File: config.mk
export PLATFORM = sky130hd
export DESIGN_NAME = uart_rx_param
export DESIGN_NICKNAME = d
export VERILOG_FILES = /design/src/rtl/uart_rx_param.sv
export SDC_FILE = /design/constraint.sdc
export NUM_CORES = 1
export LEC_CHECK = 0
export BUFFER_PORTS_ARGS = -buffer_cell sky130_fd_sc_hd__buf_2
export CAP_MARGIN = 20
export CORE_MARGIN = 1.5
export CORE_UTILIZATION = 40
export DETAILED_ROUTE_END_ITERATION = 8
export PLACE_DENSITY = 0.62
export RECOVER_POWER = 50
export SYNTH_ARGS = -nofsm -noshare
export SYNTH_HDL_FRONTEND = slang
export SYNTH_SLANG_ARGS = --single-unit
File: constraint.sdc
create_clock -name clk -period 2.4 [get_ports clk]
set_input_delay 0.48 -clock clk [delete_from_list [all_inputs] [get_ports clk]]
set_output_delay 0.48 -clock clk [all_outputs]
set_load 0.1 [all_outputs]
File: src/rtl/uart_rx_param.sv
// Parametrised UART receiver: 5-9 data bits, 1-2 stop bits, per-frame error flags, FWFT RX FIFO.
// Optional parity is compiled in by defining UART_RX_PARITY_EN.
module uart_rx_param #(
    parameter int unsigned CLKS_PER_BIT = 434,
    parameter int unsigned DATA_BITS    = 8,
    parameter int unsigned PARITY       = 0,
    parameter int unsigned STOP_BITS    = 1,
    parameter int unsigned FIFO_DEPTH   = 4
) (
    input  logic                 clk,
    input  logic                 rst_n,
    input  logic                 rxd,
    output logic [DATA_BITS-1:0] rx_data,
    output logic                 rx_valid,
    input  logic                 rx_ready,
    output logic                 frame_err,
    output logic                 parity_err,
    output logic                 overrun,
    output logic                 busy
);

    if (CLKS_PER_BIT < 4 || DATA_BITS < 5 || DATA_BITS > 9 || PARITY > 2 || STOP_BITS < 1 ||
        STOP_BITS > 2 || FIFO_DEPTH < 2 || (FIFO_DEPTH & (FIFO_DEPTH - 1)) != 0) begin : g_bad_cfg
        $error("uart_rx_param: illegal parameter combination");
    end

    localparam int unsigned CntW  = $clog2(CLKS_PER_BIT);
    localparam int unsigned PtrW  = $clog2(FIFO_DEPTH) + 1;
    localparam int unsigned AddrW = PtrW - 1;
`ifdef UART_RX_PARITY_EN
    localparam int unsigned EntryW = DATA_BITS + 2;
`else
    localparam int unsigned EntryW = DATA_BITS + 1;
`endif
    localparam logic [CntW-1:0] HalfCnt  = CntW'(CLKS_PER_BIT / 2 - 1);
    localparam logic [CntW-1:0] BitCnt   = CntW'(CLKS_PER_BIT - 1);
    localparam logic [3:0]      LastData = 4'(DATA_BITS - 1);
    localparam logic [3:0]      LastStop = 4'(STOP_BITS - 1);

    typedef enum logic [2:0] {
        StIdle,
        StStart,
        StData,
`ifdef UART_RX_PARITY_EN
        StParity,
`endif
        StStop,
        StCommit
    } state_e;

    state_e                state_q, state_d;
    logic [1:0]            sync_q;
    logic                  prev_q;
    logic [CntW-1:0]       cnt_q, cnt_d;
    logic [3:0]            idx_q, idx_d;
    logic [DATA_BITS-1:0]  shift_q, shift_d;
    logic                  ferr_q, ferr_d;
`ifdef UART_RX_PARITY_EN
    logic                  perr_q, perr_d;
`endif
    logic                  rxd_s, fall, tick;

    logic [EntryW-1:0]     mem_q [FIFO_DEPTH];
    logic [PtrW-1:0]       wr_q, rd_q;
    logic [EntryW-1:0]     entry, head;
    logic                  empty, full, pop, push_req, push, overrun_q;

    assign rxd_s = sync_q[1];
    assign fall  = prev_q & ~rxd_s;
    assign tick  = (cnt_q == '0);

    always_ff @(posedge clk or negedge rst_n) begin
        if (!rst_n) begin
            sync_q    <= 2'b11;
            prev_q    <= 1'b1;
            state_q   <= StIdle;
            cnt_q     <= '0;
            idx_q     <= '0;
            shift_q   <= '0;
            ferr_q    <= 1'b0;
`ifdef UART_RX_PARITY_EN
            perr_q    <= 1'b0;
`endif
        end else begin
            sync_q    <= {sync_q[0], rxd};
            prev_q    <= rxd_s;
            state_q   <= state_d;
            cnt_q     <= cnt_d;
            idx_q     <= idx_d;
            shift_q   <= shift_d;
            ferr_q    <= ferr_d;
`ifdef UART_RX_PARITY_EN
            perr_q    <= perr_d;
`endif
        end
    end

    always_comb begin
        state_d = state_q;
        cnt_d   = tick ? BitCnt : cnt_q - CntW'(1);
        idx_d   = idx_q;
        shift_d = shift_q;
        ferr_d  = ferr_q;
`ifdef UART_RX_PARITY_EN
        perr_d  = perr_q;
`endif
        unique case (state_q)
            StIdle: begin
                cnt_d = cnt_q;
                if (fall) begin
                    state_d = StStart;
                    cnt_d   = HalfCnt;
                    idx_d   = '0;
                    ferr_d  = 1'b0;
`ifdef UART_RX_PARITY_EN
                    perr_d  = 1'b0;
`endif
                end
            end
            StStart: begin
                if (tick) state_d = rxd_s ? StIdle : StData;
            end
            StData: begin
                if (tick) begin
                    // LSB arrives first, so after DATA_BITS shifts it sits at bit 0.
                    shift_d = {rxd_s, shift_q[DATA_BITS-1:1]};
                    if (idx_q == LastData) begin
                        idx_d = '0;
`ifdef UART_RX_PARITY_EN
                        state_d = (PARITY != 0) ? StParity : StStop;
`else
                        state_d = StStop;
`endif
                    end else begin
                        idx_d = idx_q + 4'd1;
                    end
                end
            end
`ifdef UART_RX_PARITY_EN
            StParity: begin
                if (tick) begin
                    perr_d  = rxd_s ^ (^shift_q) ^ (PARITY == 2);
                    state_d = StStop;
                end
            end
`endif
            StStop: begin
                if (tick) begin
                    ferr_d = ferr_q | ~rxd_s;
                    if (idx_q == LastStop) state_d = StCommit;
                    else                   idx_d   = idx_q + 4'd1;
                end
            end
            StCommit: state_d = StIdle;
            default:  state_d = StIdle;
        endcase
    end

    assign busy = (state_q != StIdle);

`ifdef UART_RX_PARITY_EN
    assign entry = {perr_q, ferr_q, shift_q};
`else
    assign entry = {ferr_q, shift_q};
`endif

    assign empty    = (wr_q == rd_q);
    assign full     = ((wr_q ^ rd_q) == {1'b1, {AddrW{1'b0}}});
    assign pop      = ~empty & rx_ready;
    assign push_req = (state_q == StCommit);
    // A pop in the same cycle frees the slot, so a full FIFO still accepts the frame.
    assign push     = push_req & (~full | pop);

    always_ff @(posedge clk or negedge rst_n) begin
        if (!rst_n) begin
            wr_q      <= '0;
            rd_q      <= '0;
            overrun_q <= 1'b0;
        end else begin
            if (push) wr_q <= wr_q + PtrW'(1);
            if (pop)  rd_q <= rd_q + PtrW'(1);
            overrun_q <= push_req & full & ~pop;
        end
    end

    always_ff @(posedge clk) begin
        if (push) mem_q[wr_q[AddrW-1:0]] <= entry;
    end

    assign head      = mem_q[rd_q[AddrW-1:0]];
    assign rx_valid  = ~empty;
    assign rx_data   = empty ? '0 : head[DATA_BITS-1:0];
    assign frame_err = ~empty & head[DATA_BITS];
`ifdef UART_RX_PARITY_EN
    assign parity_err = ~empty & head[DATA_BITS+1];
`else
    assign parity_err = 1'b0;
`endif
    assign overrun = overrun_q;

endmodule

==> results.md <==
* Post-Synth XOR/XNOR Area at slightly below 2%
* Initial core utilization at between 40% and 50%
* Unrepaired setup endpoints after global routing: yes
* Hold Path Stages at 1
* Worst Hold Path EP: sync_q[0]$_DFF_PN1_
* Syn Area/Cell at 14.6 um2
* Crit path DAT at 1.87 ns
* Top cells by area, synth: edfxtp_1, dfrtp_1, mux4_2, mux2_2, ha_1
* Core area at a little under 8000 um2
* Hold slack final at 0.223 ns
* CP Data Required Time at 1.92 ns
* R2r setup slk at 0.33 ns
* DRC viols at 0
* Latest clock arrival within the worst-skew pair at about 0.35 ns
* Failing checks: capacitance limit, slew limit
* Max incr delay on CP at 0.51 ns
* Register area at 1960 um2
* Worst reg2reg startpoint: cnt_q[0]$_DFFE_PN0P_
* EDFF count, synth at 36
* X dimension of the die at 92.3 um
* Area leader, netlist: edfxtp_1
* Antenna diode count at 0
* Total power at 4.73 mW
* CP startpoint kind: register
* First-pass GRT wire length at 9380 um
* Placement Setup Slack at 0.344 ns
* Gp weighted congestion at 0.805
* H-Tree Depth at 3
* Clk slew on worst S/H paths at 0.09 ns
* Vias in the first global route at 1,902
* Mux cell area share after synthesis at 10.2%
* CTS Buffer Depth at 2
* Most used DFF post-synth: edfxtp_1
* DR vias at roughly 1,900
* Fillers at between 600 and 700
* Area growth, synth to finish at 19.3%
* Die area at ~8500 um2
* #FFs+latches synth at 71
* Sink Count at 71
* VDD IR-drop max at 0.465 mV
* Max-slew violation count at 36
* Tcrit/Tclk final at 97.8%
* Slowest library cell on the worst path: mux4_2
* Post-Syn Nets at 231
* Setup Skew at 0.0105 ns
* Hold Startpoint: rxd
* Post-CTS setup buffers at 0
* YS warnings at 0
* Top-count cell post-synth: edfxtp_1
* WP buf/inv at 2
* GRT Residual Overflow at 0
* Mapped Area at 3190 um2
* Yosys cell types at 53
* Root Driver: clkbuf_8
* Num ports at 17
* WL final at 5630 um
* Asr flop ratio synth at a little under 50%
* Critical setup path kind: register to output pin
* First-pass DRT Iterations at 4
* Initial antenna violation count at 0
* Syn Inst Count at about 220
* CP cell instances: buf_4, mux4_2, and2_2, buf_12
* HPWL Detailed at 3870 um
* CTS buffer count at 9
* Register area share after synthesis at between 60% and 70%
* Max_slew headroom at -30.4%
* Final hold vios at 0
* Placed Cells at approximately 340
* Largest net degree at the start of global routing at 36
* Post-Synth Simple-Gate Area at 11.4%
* Pwr per Cell Area at between 1000 and 1500 nW/um2
* Port buffer count at 15
* Critical path endpoint category: output pin
* R2R depth at 6
* CP delay by family, top: multiplexers
* Share of cells above drive strength 1 at 33.9%
* DR iter-0 viols at 76
* Non-filler instance count after layout at 359
* Final ANT Viol Nets at 0
* Maxcap violations at 1
* FMAX at around 0.43 GHz
* Post-route setup slack at 0.0517 ns
* Die Span Y at 92.3 um
* Status: finished with violations
* Area of the multi-input gates at 1170 um2
* Leak pwr at between 1 and 1.5 nW
* Fin crit period at 2.35 ns
* Least-Margin Pin Slew at 1.96 ns
* Crit path max fanout at 4
* Routed length per instance at 15.7 um
* Top cell type's share of synthesized area at between 30% and 40%
* Top post-synthesis cells by count: edfxtp_1, dfrtp_1, and2_1, o21ai_0, mux2_2
* GRT Resource Usage Total at about 15%
* Hold Buf Count CTS at 0
* Synth Area in Adders at 3.14%
* TritonCTS clock tree: yes
* Via density at 5.28
* Crit Reg-Reg Endpoint: shift_q[1]$_DFFE_PN0P_
* Worst hold path type: primary input to register
* Final setup fails at 0
* Largest family of logic cells by synthesized area: simple AND/OR/NAND/NOR gates
* Final net count at ~260
* Row count at 32
* Synth Area in Compound Gates at 9.42%
## kinds of logic (layout without fill, tap and decap cells)
kind of cell / count (synthesis) / after routing
XOR/XNOR: 7 / 7
adder cells (fa/ha/maj): 8 / 8
AO/OA/AOI/OAI: 42 / 42
buffers and inverters: 16 / 54
AND/OR/NAND/NOR: 54 / 54
multiplexers: 20 / 20
flip-flops: 71 / 71
other: 1 / 1
## worst register-to-register path: stages, from the launching register on
cell and delay, ns:
dfrtp_1 0.42, inv_1 0.07, ha_1 0.19, nor3b_2 0.28
nand3_4 0.17, nor3_4 0.44, mux2_2 0.39
## report_power, final
group | internal (mW) | total [mW] | switching, mW
Combinational | 0.902 | 2.27 | 1.36
Sequential | 1.41 | 1.57 | 0.166
Clock | 0.392 | 0.896 | 0.504
Total | 2.70 | 4.73 | 2.03
## worst max path at each step
stage / end / depth (start not counted) / start
final: rx_data[7] / 4 / rd_q[0]$_DFFE_PN0P_
after detailed placement: shift_q[1]$_DFFE_PN0P_ / 6 / cnt_q[0]$_DFFE_PN0P_
after CTS: rx_data[0] / 4 / rd_q[0]$_DFFE_PN0P_
after floorplan: frame_err / 4 / wr_q[2]$_DFFE_PN0N_
after global routing: rx_data[7] / 4 / rd_q[0]$_DFFE_PN0P_
after global placement: shift_q[3]$_DFFE_PN0P_ / 6 / cnt_q[0]$_DFFE_PN0P_
## layout by cell type (no fill, tap or decap), types with 3 or more instances in the layout
cell and count:
edfxtp_1 36, nand4_1 3, mux2_2 10, mux4_2 9, buf_12 10, inv_6 3
o41ai_1 3, o21ai_0 13, clkinvlp_4 3, dfrtp_1 32, a21oi_1 5, ha_1 8
o211ai_1 3, nand3b_1 3, nand3_1 3, and2_1 4, buf_4 13, xnor2_1 5
inv_1 9, clkbuf_8 9, buf_2 4, nor2_1 7, nand2_1 6, or3b_2 3
nand2b_1 3, and2_2 9
## registers in the layout, summed over array words and instances, names as in the netlist
register  count
state_q       3
idx_q         4
shift_q       8
mem_q        36
wr_q          3
cnt_q         9
ferr_q        1
rd_q          3
prev_q        1
overrun       1
sync_q        2
## final cells by class
class | count | share of cell area [%]
clock inverters | 7 | 1.58
flip-flops and latches | 71 | 51.5
multi-input cells | 132 | 30.6
clock buffers | 9 | 3.26
well taps | 102 | 3.35
repair buffers | 29 | 8.75
inverters | 9 | 0.888
## metrics by stage
stage | cell area [um2] | util [%] | TNS (ns)
3_3_place_gp | 3620 | 46.8 | 0
3_5_place_dp | 3620 | 46.8 | 0
5_1_grt | 3800 | 49.2 | -0.000569
6_report | 3800 | 49.2 | 0
4_1_cts | 3800 | 49.2 | 0
2_1_floorplan | 3200 | - | 0
## metal layers
metal  GRT usage (%)  wire, um  vias up  part of all wire (%)
li1                -         -      898                     -
met1            18.2      2550      956                    45
met2            24.8      2850       28                    51
met3            2.74       135       12                   2.4
met4            6.54       102        0                   1.8
met5               0         0        -                     0
## repair_timing
| item | in CTS | in global routing |
|---|---|---|
| endpoints found under the setup margin | 0 | 3 |
| resized for setup | 0 | 1 |
| endpoints found under the hold margin | 0 | 0 |
Power figures use the tool's default switching activity.
